### config.mk
export PLATFORM = sky130hd
export DESIGN_NAME = output_port_arbiter_flat
export DESIGN_NICKNAME = d
export VERILOG_FILES = /design/src/rtl/output_port_arbiter_pkg.sv /design/src/rtl/output_port_arbiter_if.sv /design/src/rtl/output_port_arbiter_rr_pick.sv /design/src/rtl/output_port_arbiter.sv /design/src/flat_wrapper.sv
export SDC_FILE = /design/constraint.sdc
export NUM_CORES = 1
export LEC_CHECK = 0
export CELL_PAD_IN_SITES_DETAIL_PLACEMENT = 1
export CELL_PAD_IN_SITES_GLOBAL_PLACEMENT = 1
export CORE_MARGIN = 3
export CORE_UTILIZATION = 32
export DETAILED_ROUTE_END_ITERATION = 16
export PLACE_DENSITY_LB_ADDON = 0.1
export SYNTH_ARGS = -nofsm -noshare
export SYNTH_HDL_FRONTEND = slang
export SYNTH_SLANG_ARGS = --single-unit
### constraint.sdc
create_clock -name clk -period 4.6 [get_ports clk]
set_input_delay 0.46 -clock clk [delete_from_list [all_inputs] [get_ports clk]]
set_output_delay 0.46 -clock clk [all_outputs]
set_load 0.01 [all_outputs]
### src/rtl/output_port_arbiter_pkg.sv
`default_nettype none
// ============================================================================
//  Module      : output_port_arbiter_pkg
//  Description : Shared constants and state encoding for the output port
//                arbiter and its round-robin picker.
//  Revision    : 1.0 - initial release
// ============================================================================
package output_port_arbiter_pkg;

    // Default flit width in bits.
    localparam int FLIT_SIZE  = 16;

    // Tail flag position within a [1:FLIT_W] flit vector (the MSB).
    localparam int TAIL_BIT   = 1;

    // Width of a port index; supports up to 8 input ports.
    localparam int PORT_IDX_W = 3;

    typedef enum logic [0:0] {
        IDLE   = 1'b0,
        LOCKED = 1'b1
    } arb_state_e;

endpackage
`default_nettype wire

### src/rtl/output_port_arbiter_if.sv
`default_nettype none
// ============================================================================
//  Module      : output_port_arbiter_if
//  Description : Bundle of input-port request/flit/ack signals and the
//                downstream output-stage handshake of the output arbiter.
//  Revision    : 1.0 - initial release
// ============================================================================
interface output_port_arbiter_if
    import output_port_arbiter_pkg::*;
#(
    parameter int NUM_PORTS = 5,
    parameter int FLIT_W    = FLIT_SIZE,
    parameter int CNT_W     = 16
);

    logic [NUM_PORTS-1:0]        port_isNew;
    logic [NUM_PORTS*FLIT_W-1:0] port_flit;
    logic [NUM_PORTS-1:0]        port_ack;
    logic                        out_valid;
    logic                        out_ready;
    logic [1:FLIT_W]             out_flit;
    logic [PORT_IDX_W-1:0]       out_src;
    logic [CNT_W-1:0]            flit_count;

    // Environment side: input ports and downstream consumer.
    modport master (
        output port_isNew, port_flit, out_ready,
        input  port_ack, out_valid, out_flit, out_src, flit_count
    );

    // Arbiter side.
    modport slave (
        input  port_isNew, port_flit, out_ready,
        output port_ack, out_valid, out_flit, out_src, flit_count
    );

endinterface
`default_nettype wire

### src/rtl/output_port_arbiter_rr_pick.sv
`default_nettype none
// ============================================================================
//  Module      : rr_pick
//  Description : Combinational round-robin search. Returns the first set
//                request at or after the start index, wrapping, as a one-hot
//                grant, a binary index and a found flag.
//  Revision    : 1.0 - initial release
// ============================================================================
module rr_pick
    import output_port_arbiter_pkg::*;
#(
    parameter int NUM_PORTS = 5
) (
    input  logic [NUM_PORTS-1:0]  req,
    input  logic [PORT_IDX_W-1:0] start,
    output logic [NUM_PORTS-1:0]  grant,
    output logic [PORT_IDX_W-1:0] idx,
    output logic                  any_req
);

    // Walk the ports starting at the given index; the first hit wins.
    always_comb begin
        int j;
        j       = 0;
        grant   = '0;
        idx     = '0;
        any_req = 1'b0;
        for (int k = 0; k < NUM_PORTS; k++) begin
            j = int'(start) + k;
            if (j >= NUM_PORTS) begin
                j = j - NUM_PORTS;
            end
            if (!any_req && req[j]) begin
                any_req  = 1'b1;
                idx      = PORT_IDX_W'(j);
                grant[j] = 1'b1;
            end
        end
    end

endmodule
`default_nettype wire

### src/rtl/output_port_arbiter.sv
`default_nettype none
// ============================================================================
//  Module      : output_port_arbiter
//  Description : Round-robin arbiter for one output port with packet locking
//                (wormhole style), a single output register stage and a
//                saturating forwarded-flit counter.
//  Revision    : 1.0 - initial release
// ============================================================================
module output_port_arbiter
    import output_port_arbiter_pkg::*;
#(
    parameter int NUM_PORTS = 5,
    parameter int FLIT_W    = FLIT_SIZE,
    parameter int CNT_W     = 16
) (
    input  logic                 clk,
    input  logic                 rst_n,
    output_port_arbiter_if.slave bus
);

    arb_state_e              r_state;
    arb_state_e              w_state_nxt;
    logic [PORT_IDX_W-1:0]   r_last_grant;
    logic [PORT_IDX_W-1:0]   r_owner;
    logic [PORT_IDX_W-1:0]   w_start;
    logic [PORT_IDX_W-1:0]   w_pick_idx;
    logic [NUM_PORTS-1:0]    w_owner_mask;
    logic [NUM_PORTS-1:0]    w_req;
    logic [NUM_PORTS-1:0]    w_pick_oh;
    logic                    w_pick_any;
    logic                    w_free;
    logic                    w_grant;
    logic                    w_tail;
    logic [FLIT_W-1:0]       w_flits [NUM_PORTS];
    logic [FLIT_W-1:0]       w_sel_flit;

    logic                    r_out_valid;
    logic [1:FLIT_W]         r_out_flit;
    logic [PORT_IDX_W-1:0]   r_out_src;
    logic [CNT_W-1:0]        r_flit_count;

    // Port 0 occupies the most-significant slice of the concatenated bus.
    generate
        for (genvar g = 0; g < NUM_PORTS; g++) begin : g_unpack
            assign w_flits[g] = bus.port_flit[(NUM_PORTS-1-g)*FLIT_W +: FLIT_W];
        end
    endgenerate

    // While a packet is in flight only its owner may compete.
    assign w_owner_mask = NUM_PORTS'(1) << r_owner;
    assign w_req        = (r_state == LOCKED) ? (bus.port_isNew & w_owner_mask)
                                              : bus.port_isNew;
    assign w_start      = (r_last_grant == PORT_IDX_W'(NUM_PORTS-1))
                          ? '0 : r_last_grant + PORT_IDX_W'(1);

    rr_pick #(
        .NUM_PORTS (NUM_PORTS)
    ) u_rr_pick (
        .req     (w_req),
        .start   (w_start),
        .grant   (w_pick_oh),
        .idx     (w_pick_idx),
        .any_req (w_pick_any)
    );

    // The output register can take a new flit if empty or draining this cycle.
    // Grants are suppressed while reset is held so no ack leaks out.
    assign w_free     = !r_out_valid || bus.out_ready;
    assign w_grant    = w_free && w_pick_any && rst_n;
    assign w_sel_flit = w_flits[w_pick_idx];
    assign w_tail     = w_sel_flit[FLIT_W-TAIL_BIT];

    assign bus.port_ack   = w_grant ? w_pick_oh : '0;
    assign bus.out_valid  = r_out_valid;
    assign bus.out_flit   = r_out_flit;
    assign bus.out_src    = r_out_src;
    assign bus.flit_count = r_flit_count;

    // FSM state register.
    always_ff @(posedge clk or negedge rst_n) begin
        if (!rst_n) begin
            r_state <= IDLE;
        end else begin
            r_state <= w_state_nxt;
        end
    end

    // Lock on a non-tail grant from IDLE; unlock when the owner's tail is granted.
    always_comb begin
        w_state_nxt = r_state;
        case (r_state)
            IDLE:    if (w_grant && !w_tail) w_state_nxt = LOCKED;
            LOCKED:  if (w_grant &&  w_tail) w_state_nxt = IDLE;
            default: w_state_nxt = IDLE;
        endcase
    end

    // Round-robin pointer and lock owner; reset pointer gives port 0 first priority.
    always_ff @(posedge clk or negedge rst_n) begin
        if (!rst_n) begin
            r_last_grant <= PORT_IDX_W'(NUM_PORTS-1);
            r_owner      <= '0;
        end else if (w_grant) begin
            r_last_grant <= w_pick_idx;
            if (r_state == IDLE) begin
                r_owner <= w_pick_idx;
            end
        end
    end

    // Output stage: load on grant, empty on transfer without refill, else hold.
    always_ff @(posedge clk or negedge rst_n) begin
        if (!rst_n) begin
            r_out_valid <= 1'b0;
            r_out_flit  <= '0;
            r_out_src   <= '0;
        end else if (w_grant) begin
            r_out_valid <= 1'b1;
            r_out_flit  <= w_sel_flit;
            r_out_src   <= w_pick_idx;
        end else if (bus.out_ready) begin
            r_out_valid <= 1'b0;
        end
    end

    // Count flits taken by downstream, sticking at all-ones.
    always_ff @(posedge clk or negedge rst_n) begin
        if (!rst_n) begin
            r_flit_count <= '0;
        end else if (r_out_valid && bus.out_ready && (r_flit_count != {CNT_W{1'b1}})) begin
            r_flit_count <= r_flit_count + CNT_W'(1);
        end
    end

endmodule
`default_nettype wire

### src/flat_wrapper.sv
// flat-port wrapper written by rule: the top's interface ports become plain ports
module output_port_arbiter_flat import output_port_arbiter_pkg::*;
#(
    parameter int NUM_PORTS = 5,
    parameter int FLIT_W    = FLIT_SIZE,
    parameter int CNT_W     = 16
)
  (clk, rst_n, bus_port_isNew, bus_port_flit, bus_out_ready, bus_port_ack, bus_out_valid, bus_out_flit, bus_out_src, bus_flit_count);
  output_port_arbiter_if #(.NUM_PORTS(NUM_PORTS), .FLIT_W(FLIT_W), .CNT_W(CNT_W)) bus_i ();
  input  logic clk;
  input  logic rst_n;
  input wire logic [$bits(bus_i.port_isNew)-1:0] bus_port_isNew;
  input wire logic [$bits(bus_i.port_flit)-1:0] bus_port_flit;
  input wire logic [$bits(bus_i.out_ready)-1:0] bus_out_ready;
  output wire logic [$bits(bus_i.port_ack)-1:0] bus_port_ack;
  output wire logic [$bits(bus_i.out_valid)-1:0] bus_out_valid;
  output wire logic [$bits(bus_i.out_flit)-1:0] bus_out_flit;
  output wire logic [$bits(bus_i.out_src)-1:0] bus_out_src;
  output wire logic [$bits(bus_i.flit_count)-1:0] bus_flit_count;
  assign bus_i.port_isNew = bus_port_isNew;
  assign bus_i.port_flit = bus_port_flit;
  assign bus_i.out_ready = bus_out_ready;
  assign bus_port_ack = bus_i.port_ack;
  assign bus_out_valid = bus_i.out_valid;
  assign bus_out_flit = bus_i.out_flit;
  assign bus_out_src = bus_i.out_src;
  assign bus_flit_count = bus_i.flit_count;
  output_port_arbiter #(.NUM_PORTS(NUM_PORTS), .FLIT_W(FLIT_W), .CNT_W(CNT_W)) u_core (.clk(clk), .rst_n(rst_n), .bus(bus_i));
endmodule
* Word-level counts from Yosys, hierarchy flattened
Cells that the tools add are included.
** Storage, ports and cells
- Bits in registers :: 43
- Input port bits :: 88
- Output and inout bits :: 41
- Word-level logic and storage cells :: 124
** Cells by class
- Add/subtract/negate cells :: 11
- Magnitude comparators :: 16
- Eq/ne operators :: 2
- Shifts and indexed selects :: 1
- Muxes and demuxes :: 56
- Bitwise operators :: 7
- Reduce and logical (&&, ||, !) cells :: 24
** Operators with widths (number)
- 32-bit by 1-bit >= comparator with 1-bit output, second input constant :: 5
- 32-bit by 5-bit less-than comparator with 1-bit output, second input constant :: 5
- 32-bit 2-to-1 mux :: 5
- 16-bit binary-select mux with 3-bit select :: 1
- 5-bit 2-to-1 mux :: 7
- 16-bit 2-to-1 mux :: 2
- 1-bit 2-to-1 mux :: 24
- 5-bit bitwise OR :: 4
- 4-bit by 3-bit subtractor with 5-bit output, second input constant :: 4
- 3-bit 2-to-1 mux :: 6
- 16-bit by 1-bit adder with 16-bit output, second input constant :: 1
- 4-bit by 3-bit >= comparator with 1-bit output, second input constant :: 4
- 16-bit != test, second input constant :: 1
- 1-bit binary-select mux with 3-bit select :: 5
- 1-bit demux with 3-bit select :: 5
- 1-bit logical AND :: 15
- 3-bit by 2-bit adder with 4-bit output, second input constant :: 2
- 1-bit zero test :: 6
- 5-bit bitwise AND :: 1
- 1-bit by 3-bit left shift with 5-bit output, first input constant :: 1
- 3-bit by 1-bit adder with 4-bit output, second input constant :: 1
- 3-bit by 3-bit adder with 4-bit output, second input constant :: 1
- 4-bit >= comparator, second input constant :: 1
- 3-bit inverter with 4-bit output :: 1
- 9 further kinds :: 9

* Depth between registers and ports, before layout
Gate-level depths: netlist (run 1).
- Depth in word-level cells :: 28
- Depth in mapped cells :: 20
- Depth with buffers taken out :: 16

* Cells and area by module
Synthesis (run 1) repeated with hierarchy kept, for this count alone.
** Second synthesis, totals
- Cells, all modules :: 471
- Area total of the unflattened synthesis :: 4170.2 µm²
** Modules (own cells, without submodules)
- output_port_arbiter :: instances 1, cells an instance 218, area an instance 2359.8 µm², sequential area each 1027.2 µm²
- rr_pick :: instances 1, cells an instance 253, area an instance 1810.5 µm², sequential area each 0.0 µm²

* Worst setup path before layout (run 1)
No wires, ideal clock.
- Kind :: register to register
- From :: register u_core.bus.out_src[0] (netlist name)
- To :: register u_core.r_out_flit, in the netlist u_core.bus.out_flit[3]
- Setup time :: 0.118 ns
- Data arrival time :: 4.734 ns
- Required time :: 4.482 ns
- Path slack :: -0.252 ns
- Cell stages (with the launch flop) :: 17
- Buffers on the path :: 2
- Clock period less this slack :: 4.852 ns
- Path through :: dfrtp_1 buf_2 inv_1 ha_1 nor3b_2 nor2_1 inv_2 fa_1 o21ai_0 a21oi_4 mux2_4 a311oi_2 nand3_2 o21ai_4 buf_6 mux4_2 a21o_1
** RTL lines
- to (signal assigned) :: line output_port_arbiter.sv:119 : r_out_flit <= w_sel_flit;
- to (decl) :: line output_port_arbiter.sv:38 : logic [1:FLIT_W] r_out_flit;

==> results by group, run 1 <==
Global route
  – Largest net degree at the start of global routing: 43
  – Met1 Use GR: 27.8%
  – GRT Total Usage: 23.3%
  – Most used routing layer: met2
  – First-pass GRT wire length: 25900 um
  – Vias in the first global route: 4732
  – Met3 global-route usage: 5.24%
  – Antenna violations before repair: 1
  – Met2 GRT Util: 41.5%
  – Gr ovfl total: 0

Min path
  – HP Class: in -> async

Cells and area
  – Area grow syn2layout: 56.5%
  – Fill cell count: 1393
  – Post-route cell area: 0.00628 mm^2
  – Layout cell share with drive strength beyond 1: 24.1%
  – Non-filler instance count after layout: 770
  – Final nets: 703

Clocking
  – Post-CTS Hold Buffers: 0
  – CTS Buffer Depth: 2
  – Clock Latency Late Sink: 0.29 ns
  – CTS Sinks: 41
  – H-tree depth: 2
  – Clock root buffer: clkbuf_16
  – TritonCTS Buffers: 5
  – CTS tree: yes
  – Reg clk slew, reported paths: 0.06 ns

Logic synthesis
  – Number of synthesized register bits: 41
  – Top cell type's share of synthesized area: 24.9%
  – Avg Inst Size Synth: 9.38 um^2
  – Post-synth EDFFs: 0
  – Cell area after synthesis: 0.00401 mm^2
  – Synthesized net count: 531
  – Most frequent cell after synthesis: dfrtp_1
  – Async SR Flop Fraction: 100%
  – Synth area leader: dfrtp_1
  – Post-synth cell types: 82
  – Cell count after synthesis: 428
  – Top FF cell, synth: dfrtp_1
  – Ranking of synthesized cells by area: dfrtp_1 (25%), mux4_2 (5.0%), ha_1 (4.4%)
  – Most frequent cells after synthesis: dfrtp_1 (40), a21oi_1 (28), nor2_1 (28), nand2_1 (27), a21o_1 (20)
  – Yosys Warn Count: 0
  – Sequential area share after synthesis: 25.6%

Detailed routing
  – Wire length per cell: 21.3 um
  – Post-route ant nets: 0
  – DRC: 0
  – DRT iter0 DRCs: 217
  – Vias per Instance: 5.64
  – Pre-antenna DRT Iters: 5
  – Vias post-DR: 4341
  – Routed wire length: 16400 um

STA
  – Fin. Hold Viols: 0
  – Clk_skew: 0.00515 ns
  – Tmin final: 4.45 ns
  – Final slew viol count: 0
  – Final setup TNS: 0 ns
  – Final period util: 96.8%
  – Slew HR: 56.0%
  – Final worst setup slack: 0.147 ns
  – Worst-margin pin slew: 0.652 ns
  – F_max: 0.225 GHz
  – Final setup vio count: 0

Placed design
  – DP Wirelength: 13100 um
  – IO Port Bufs: 128
  – Setup WS pre-CTS: -0.0116 ns
  – Global placer's final weighted congestion: 0.907
  – Placed cell count: 748
  – Post-placement cell area: 0.00578 mm^2

Critical path
  – CP required: 4.14 ns
  – Startpoint types: flop
  – Worst path top cell family by delay: compound AO/OA/AOI/OAI gates
  – Critical Path End Type: output pin
  – WP data arrival: 3.99 ns
  – Crit-path slowest cell: dfrtp_2
  – Cells along the critical path: ha_4, nor2b_2, nor2_4, inv_2, buf_4, ha_2, or2_2, o311ai_1, a21oi_1, o41ai_2, and2_4, nand3_4, buf_6, o311ai_4, buf_4, a21oi_1, dlygate4sd2_1
  – CP max stage delay: 0.45 ns
  – CP Max Fanout: 11
  – Worst setup path class: reg -> out
  – Worst path bufs/invs: 5

Die
  – Placement Rows: 40
  – Full die area: 0.0139 mm^2
  – Die width: 118 um
  – Core box area: 0.0121 mm^2
  – Die H: 118 um
  – # IOs: 129
  – Starting Density: 33.1%

Run
  – Max-Cap Viols: 0

Status
  – Status: complete, no violations
[area by class of cell]
type / instances / area (um^2) / share of cell area, %
multi-input combinational: 344 / 3010 / 47.9
timing repair buffer: 189 / 1770 / 28.1
antenna: 1 / 2.50 / 0.0398
clock inverter: 3 / 65.1 / 1.04
sequential: 41 / 1030 / 16.4
inverter: 19 / 75.1 / 1.19
clock buffer: 5 / 125 / 1.99
tap: 168 / 210 / 3.35
[state kept, by name, indices dropped and copies added, names as in the netlist]
| name | count |
|---|---|
| u_core.bus.flit_count | 16 |
| u_core.bus.out_flit | 16 |
| u_core.bus.out_src | 3 |
| u_core.bus.out_valid | 1 |
| u_core.r_last_grant | 1 |
| u_core.r_owner | 3 |
| u_core.r_state | 1 |
[what timing repair did]
item,CTS,global route
pin swaps,6,14
gates resized for setup,23,27
buffers inserted,3,10
endpoints found under the setup margin,5,20
[metal layers]
layer  routed length [um]  part of all wire (%)  vias up
li1                     -                     -     2009
met1                 6650                    41     2149
met2                 8280                    50      153
met3                  963                   5.9       30
met4                  502                   3.1        0
met5                    0                     0        -
[through the flow]
stage          util, %  hold WS, ns
4_1_cts           50.2        0.340
6_report          51.9        0.323
5_1_grt           51.9        0.373
2_1_floorplan        -        0.164
3_3_place_gp      47.7        0.486
3_5_place_dp      47.7        0.486
[cell families (layout without fill, tap and decap cells)]
kind of cell	after synthesis	in the layout	share of synthesized area (%)
adder cells (fa/ha/maj)	15	15	4.86
AND/OR/NAND/NOR	127	127	16.7
flip-flops	41	41	25.6
XOR/XNOR	19	19	4.15
multiplexers	29	29	12.8
AO/OA/AOI/OAI	154	154	30.9
buffers and inverters	43	216	5.02
other	0	1	0
[layout by cell type, fill, tap and decap left out, drive strengths merged, types with 4 or more instances in the layout]
cell type      synthesis  final
a2111oi                4      4
a211o                  4      4
a211oi                 5      5
a21o                  20     20
a21oi                 29     29
a221oi                 4      4
a22o                  15     15
a31oi                  4      4
and2                   8      8
and3                   5      5
buf                   17     62
clkbuf                 7      5
clkdlybuf4s50          0    122
dfrtp                 40     40
dlygate4sd2            0      4
ha                    14     14
inv                   18     18
mux2                   7      7
mux2i                  7      7
mux4                  15     15
nand2                 27     27
nand2b                 6      6
nand3                 15     15
nor2                  28     28
nor3                  10     10
nor3b                  5      5
o211ai                11     11
o21ai                 12     12
o22ai                  7      7
o311ai                 4      4
o41ai                  4      4
or2                    6      6
xnor2                 14     14
xor2                   5      5
[final timing paths]
kind	startpoint	to	slack (ns)	cells after the start
max	u_core.bus.out_src[1]	bus_port_ack[1]	0.15	17
max reg2reg	u_core.bus.out_src[1]	u_core.bus.out_flit[14]	0.17	15
max in group asynchronous	rst_n	u_core.bus.out_src[1]	3.87	2
min reg2reg	u_core.bus.flit_count[6]	u_core.bus.flit_count[6]	0.51	1
min	rst_n	u_core.bus.flit_count[7]	0.32	2
min in group clk	u_core.bus.flit_count[6]	u_core.bus.flit_count[6]	0.51	1
Power of run 1 is left out: the tool's default activity adds up to more than one toggle a clock period on the data nets, which glitch-free logic cannot reach.
==> run 2: changes to the inputs <==
--- a/config.mk
+++ b/config.mk
@@ -8,9 +8,10 @@
 export CELL_PAD_IN_SITES_DETAIL_PLACEMENT = 1
 export CELL_PAD_IN_SITES_GLOBAL_PLACEMENT = 1
 export CORE_MARGIN = 3
-export CORE_UTILIZATION = 32
+export CORE_UTILIZATION = 25
 export DETAILED_ROUTE_END_ITERATION = 16
 export PLACE_DENSITY_LB_ADDON = 0.1
+export RECOVER_POWER = 100
 export SYNTH_ARGS = -nofsm -noshare
 export SYNTH_HDL_FRONTEND = slang
 export SYNTH_SLANG_ARGS = --single-unit
==> constraint.sdc (replaced) <==
create_clock -name clk -period 5.4 [get_ports clk]
set_input_delay 0.54 -clock clk [delete_from_list [all_inputs] [get_ports clk]]
set_output_delay 0.54 -clock clk [all_outputs]
set_load 0.01 [all_outputs]
==> results by group, run 2 (same netlist as run 1, synthesis figures left out) <==
Cells and area
  – Non-filler instance count after layout: 782 (+1.6%)
  – Final nets: 674 (-4.1%)
  – Area grow syn2layout: 47.6%
  – Antenna Diode Count: 0 (-1)
  – Most frequent cells in the layout: clkdlybuf4s50_1 (91), dfrtp_1 (40), dlygate4sd3_1 (36)
  – Post-layout util: 38.4% (-13 points)
  – Layout cell share with drive strength beyond 1: 16.8% (-7.3 points)
  – Post-route cell area: 0.00592 mm^2 (-5.7%)
  – Most common cell after layout, fill and taps aside: clkdlybuf4s50_1

Die
  – Die H: 133 um (+12%)
  – Starting Density: 26.0% (-7.1 points)
  – # IOs: 129 (unchanged)
  – Placement Rows: 45 (+13%)
  – Core box area: 0.0154 mm^2 (+27%)
  – Full die area: 0.0176 mm^2 (+26%)
  – Die width: 133 um (+12%)

Placed design
  – IO Port Bufs: 128 (unchanged)
  – Placed cell count: 770 (+2.9%)
  – Post-placement cell area: 0.00565 mm^2 (-2.2%)
  – DP Wirelength: 12900 um (-1.8%)
  – Global placer's final weighted congestion: 0.928 (+2.3%)

STA
  – Unrepaired setup endpoints after global routing: no
  – Final slew viol count: 0 (unchanged)
  – Fin. Hold Viols: 0 (unchanged)
  – F_max: 0.194 GHz
  – Clk_skew: 0.00508 ns (-0.0000712 ns)
  – Slew HR: 46.0% (-10 points)
  – Final setup vio count: 0 (unchanged)
  – Worst-margin pin slew: 0.810 ns (+0.158 ns)
  – Tmin final: 5.17 ns
  – Final period util: 95.7%
  – Final setup TNS: 0 ns (unchanged)

Critical path
  – CP required: 4.86 ns (+0.72 ns)
  – Cells along the critical path: inv_1, ha_2, nor3b_4, nor2_1, buf_4, ha_1, and2_1, a221oi_4, a21o_1, a211oi_2, a311oi_2, nand3_4, buf_4, o311ai_4, a31oi_1, clkdlybuf4s50_1
  – Worst path top cell family by delay: compound AO/OA/AOI/OAI gates
  – Critical Path End Type: output pin
  – CP Max Fanout: 8 (-3)
  – Worst setup path class: reg -> out
  – Most used cell, CP: buf_4
  – CP max stage delay: 0.50 ns (+0.05 ns)
  – Worst path bufs/invs: 4 (-1)
  – WP data arrival: 4.63 ns (+0.64 ns)
  – Startpoint types: flop
  – Crit-path slowest cell: clkdlybuf4s50_1

Status
  – Status: complete, no violations

Clocking
  – CTS Sinks: 41 (unchanged)
  – CTS Buffer Depth: 2 (unchanged)
  – Clock root buffer: clkbuf_16
  – Reg clk slew, reported paths: 0.06 ns (about the same)
  – Clock Latency Late Sink: 0.29 ns (about the same)
  – Post-CTS Hold Buffers: 0 (unchanged)
  – H-tree depth: 2 (unchanged)
  – CTS tree: yes
  – TritonCTS Buffers: 5 (unchanged)

Global route
  – Gr ovfl total: 0 (unchanged)
  – Antenna violations before repair: 0 (-1)
  – Vias in the first global route: 4540 (-4.1%)
  – Largest net degree at the start of global routing: 44 (+2.3%)
  – First-pass GRT wire length: 25300 um (-2.6%)
  – GRT Total Usage: 17.9% (-5.4 points)

Detailed routing
  – Post-route ant nets: 0 (unchanged)
  – DRT iter0 DRCs: 189 (-13%)
  – Wire length per cell: 20.4 um (-4.1%)
  – Routed wire length: 16000 um (-2.7%)
  – DRC: 0 (unchanged)
  – Vias per Instance: 5.33 (-5.4%)
  – Vias post-DR: 4171 (-3.9%)
  – Pre-antenna DRT Iters: 6 (+1)

Run
  – Max-Cap Viols: 0 (unchanged)

Min path
  – HP Class: in -> async
==> run 2: changes by cell type in the layout (fill, tap and decap cells not counted), moves of 3 or more <==
cell,previous run,this run
dlygate4sd3_1,0,36
clkdlybuf4s50_1,122,91
buf_4,57,31
dlygate4sd2_1,4,0
ha_4,4,0
nor2_1,25,28
==> run 2: repair_timing <==
action,in CTS,in global routing
gates resized for setup,3,13
pin swaps,1,3
buffers inserted,1,4
gates cloned,0,0
endpoints found under the setup margin,5,5
==> run 2: area by class of cell <==
class,instances,area (um^2)
Clock buffer,5,125
Clock inverter,2,35.0
Fill cell,1791,9500
Inverter,19,71.3
Multi-Input combinational cell,344,2870
Sequential cell,41,1030
Tap cell,211,264
Timing Repair Buffer,160,1530
==> run 2: metal layers <==
metal  up-vias  wire [um]  track usage (%)  part of all wire (%)
met5         -          0                0                     0
met3        17       1100             4.60                   6.9
met4         0        313             4.62                   2.0
met1      2071       6700             21.6                    42
met2       141       7860             31.5                    49
li1       1942          -                -                     -
==> run 2: worst register-to-register path: stages (launching register included) <==
cell       delay, ns
dfrtp_1         0.41
inv_1           0.11
ha_2            0.23
nor3b_4         0.35
nor2_1          0.12
buf_4           0.18
ha_1            0.23
mux2i_1         0.46
mux2_2          0.41
a311o_1         0.49
a2111oi_0       0.34
buf_4           0.19
nor2_1          0.04
o221ai_1        0.50
buf_4           0.33
mux4_2          0.36
a21o_1          0.19
==> run 2: final timing paths <==
path	startpoint	end	slack [ns]	cells after the start
hold / removal	rst_n	u_core.bus.flit_count[10]	0.33	2
min in group clk	u_core.bus.flit_count[8]	u_core.bus.flit_count[8]	0.49	1
setup reg to reg	u_core.bus.out_src[1]	u_core.bus.out_flit[10]	0.33	16
setup / recovery	u_core.bus.out_src[1]	bus_port_ack[4]	0.23	16
hold reg to reg	u_core.bus.flit_count[8]	u_core.bus.flit_count[8]	0.49	1
max in group asynchronous	rst_n	u_core.bus.out_src[1]	4.66	2
==> run 2: through the flow <==
stage,hold WS [ns],worst slack [ns]
final,0.334,0.234
after global routing,0.387,0.00642
after CTS,0.352,0.0208
after detailed placement,0.482,0.0404
after global placement,0.478,0.249
after floorplan,0.244,0.508
Power of run 2 is left out for the same reason.
==> run 3: changes to the inputs <==
--- a/config.mk
+++ b/config.mk
@@ -10,6 +10,7 @@
 export CORE_MARGIN = 3
 export CORE_UTILIZATION = 25
 export DETAILED_ROUTE_END_ITERATION = 16
+export DONT_BUFFER_PORTS = 1
 export PLACE_DENSITY_LB_ADDON = 0.1
 export RECOVER_POWER = 100
 export SYNTH_ARGS = -nofsm -noshare
==> results by group, run 3 (same netlist as run 1, synthesis figures left out) <==
Clocking
  – Reg clk slew, reported paths: 0.06 ns (about the same)
  – CTS Buffer Depth: 2 (unchanged)
  – H-tree depth: 2 (unchanged)
  – Clock Latency Late Sink: 0.29 ns (about the same)
  – CTS Sinks: 41 (unchanged)
  – CTS tree: yes
  – Clock root buffer: clkbuf_16
  – TritonCTS Buffers: 5 (unchanged)

Detailed routing
  – DRT iter0 DRCs: 182 (-3.7%)
  – Vias post-DR: 3654 (-12%)
  – Pre-antenna DRT Iters: 4 (-2)
  – Routed wire length: 15100 um (-5.5%)
  – Post-route ant nets: 0 (unchanged)
  – Wire length per cell: 22.9 um (+12%)
  – Vias per Instance: 5.55 (+4.1%)
  – DRC: 0 (unchanged)

Critical path
  – Critical Path End Type: output pin
  – WP data arrival: 4.57 ns (-0.06 ns)
  – Startpoint types: flop
  – Crit-path slowest cell: ha_2
  – CP max stage delay: 0.52 ns (+0.02 ns)
  – Worst path bufs/invs: 7 (+3)
  – CP Max Fanout: 7 (-1)
  – Worst setup path class: reg -> out
  – Cells along the critical path: inv_1, ha_2, clkinv_1, ha_2, inv_1, buf_4, o2111ai_1, o21ai_0, a211oi_2, or2_1, nand3_2, buf_4, o311ai_4, buf_4, a31oi_1, buf_4
  – CP required: 4.86 ns (about the same)
  – Most used cell, CP: buf_4
  – Worst path top cell family by delay: buffers and inverters

STA
  – Final setup vio count: 0 (unchanged)
  – Final setup TNS: 0 ns (unchanged)
  – Worst-margin pin slew: 2.27 ns (+1.46 ns)
  – Final period util: 94.7% (-1.0 points)
  – Fin. Hold Viols: 0 (unchanged)
  – Clk_skew: 0.00500 ns (-0.0000755 ns)
  – Final slew viol count: 41 (+41)
  – Tmin final: 5.11 ns (-0.0543 ns)
  – Slew HR: -51.6% (-98 points)
  – F_max: 0.196 GHz (+1.1%)
  – Unrepaired setup endpoints after global routing: no

Global route
  – Vias in the first global route: 4054 (-11%)
  – Gr ovfl total: 0 (unchanged)
  – First-pass GRT wire length: 23400 um (-7.2%)
  – Largest net degree at the start of global routing: 41 (-6.8%)
  – GRT Total Usage: 16.8% (-1.0 points)
  – Antenna violations before repair: 0 (unchanged)

Cells and area
  – Layout cell share with drive strength beyond 1: 20.1% (+3.3 points)
  – Most frequent cells in the layout: dfrtp_1 (40), buf_4 (30), a21oi_1 (28)
  – Fill cell count: 1822 (+1.7%)
  – Final nets: 549 (-19%)
  – Most common cell after layout, fill and taps aside: dfrtp_1
  – Area grow syn2layout: 14.5%
  – Antenna Diode Count: 0 (unchanged)

Status
  – Status: complete, but fails checks
  – Violated checks: max-capacitance violations, max-slew violations

Placed design
  – Global placer's final weighted congestion: 0.835 (-10%)
  – IO Port Bufs: 0 (-100%)
  – DP Wirelength: 12000 um (-7.4%)

Die
  – Die H: 133 um (unchanged)
  – Placement Rows: 45 (unchanged)
  – # IOs: 129 (unchanged)
  – Core box area: 0.0154 mm^2 (unchanged)
  – Die width: 133 um (unchanged)
  – Starting Density: 26.0% (unchanged)
  – Full die area: 0.0176 mm^2 (unchanged)

Run
  – Max-Cap Viols: 1 (+1)

Min path
  – HP Class: in -> async
## run 3: area by class of cell
| type | instances | area, um^2 | share of cell area, % |
|---|---|---|---|
| timing repair buffer | 35 | 262 | 5.69 |
| tap | 211 | 264 | 5.74 |
| clock inverter | 2 | 15.0 | 0.327 |
| multi-input combinational | 344 | 2830 | 61.5 |
| inverter | 19 | 71.3 | 1.55 |
| clock buffer | 6 | 129 | 2.80 |
| sequential | 41 | 1030 | 22.4 |
## run 3: final timing paths
path	startpoint	to	slack [ns]	cells past startpoint
max	u_core.bus.out_src[1]	bus_port_ack[4]	0.29	16
min	rst_n	u_core.r_last_grant[2]	0.09	0
max reg2reg	u_core.bus.out_src[1]	u_core.bus.out_flit[16]	0.32	15
min reg2reg	u_core.bus.flit_count[8]	u_core.bus.flit_count[8]	0.56	1
max in group asynchronous	rst_n	u_core.r_state	3.16	1
min in group clk	rst_n	u_core.bus.out_valid	0.39	2
## run 3: stage by stage
stage               hold WS (ns)  area, um^2  setup WS, ns  utilization (%)  std cells
floorplan                  0.244        4010         0.508                -        428
global placement           0.246        4390         0.200             28.5        646
detailed placement         0.245        4390        0.0972             28.5        646
CTS                       0.0770        4560        0.0614             29.6        655
global route              0.0772        4600        0.0116             29.8        658
finish                    0.0891        4600         0.289             29.8        658
## run 3: timing repair
action | 4_1_cts | 5_1_grt
endpoints found under the setup margin | 0 | 20
hold buffers | 1 | 0
endpoints found under the hold margin | 40 | 0
setup buffers | 0 | 3
gates resized for setup | 0 | 8
## run 3: per-layer routing
layer  global-route usage, %  up-vias  part of all wire, %
li1                        -     1691                    -
met1                    21.8     1816                   44
met2                    29.1      131                   48
met3                    2.78       16                  6.6
met4                    4.39        0                  1.5
met5                       0        -                    0
Power of run 3 is left out for the same reason.
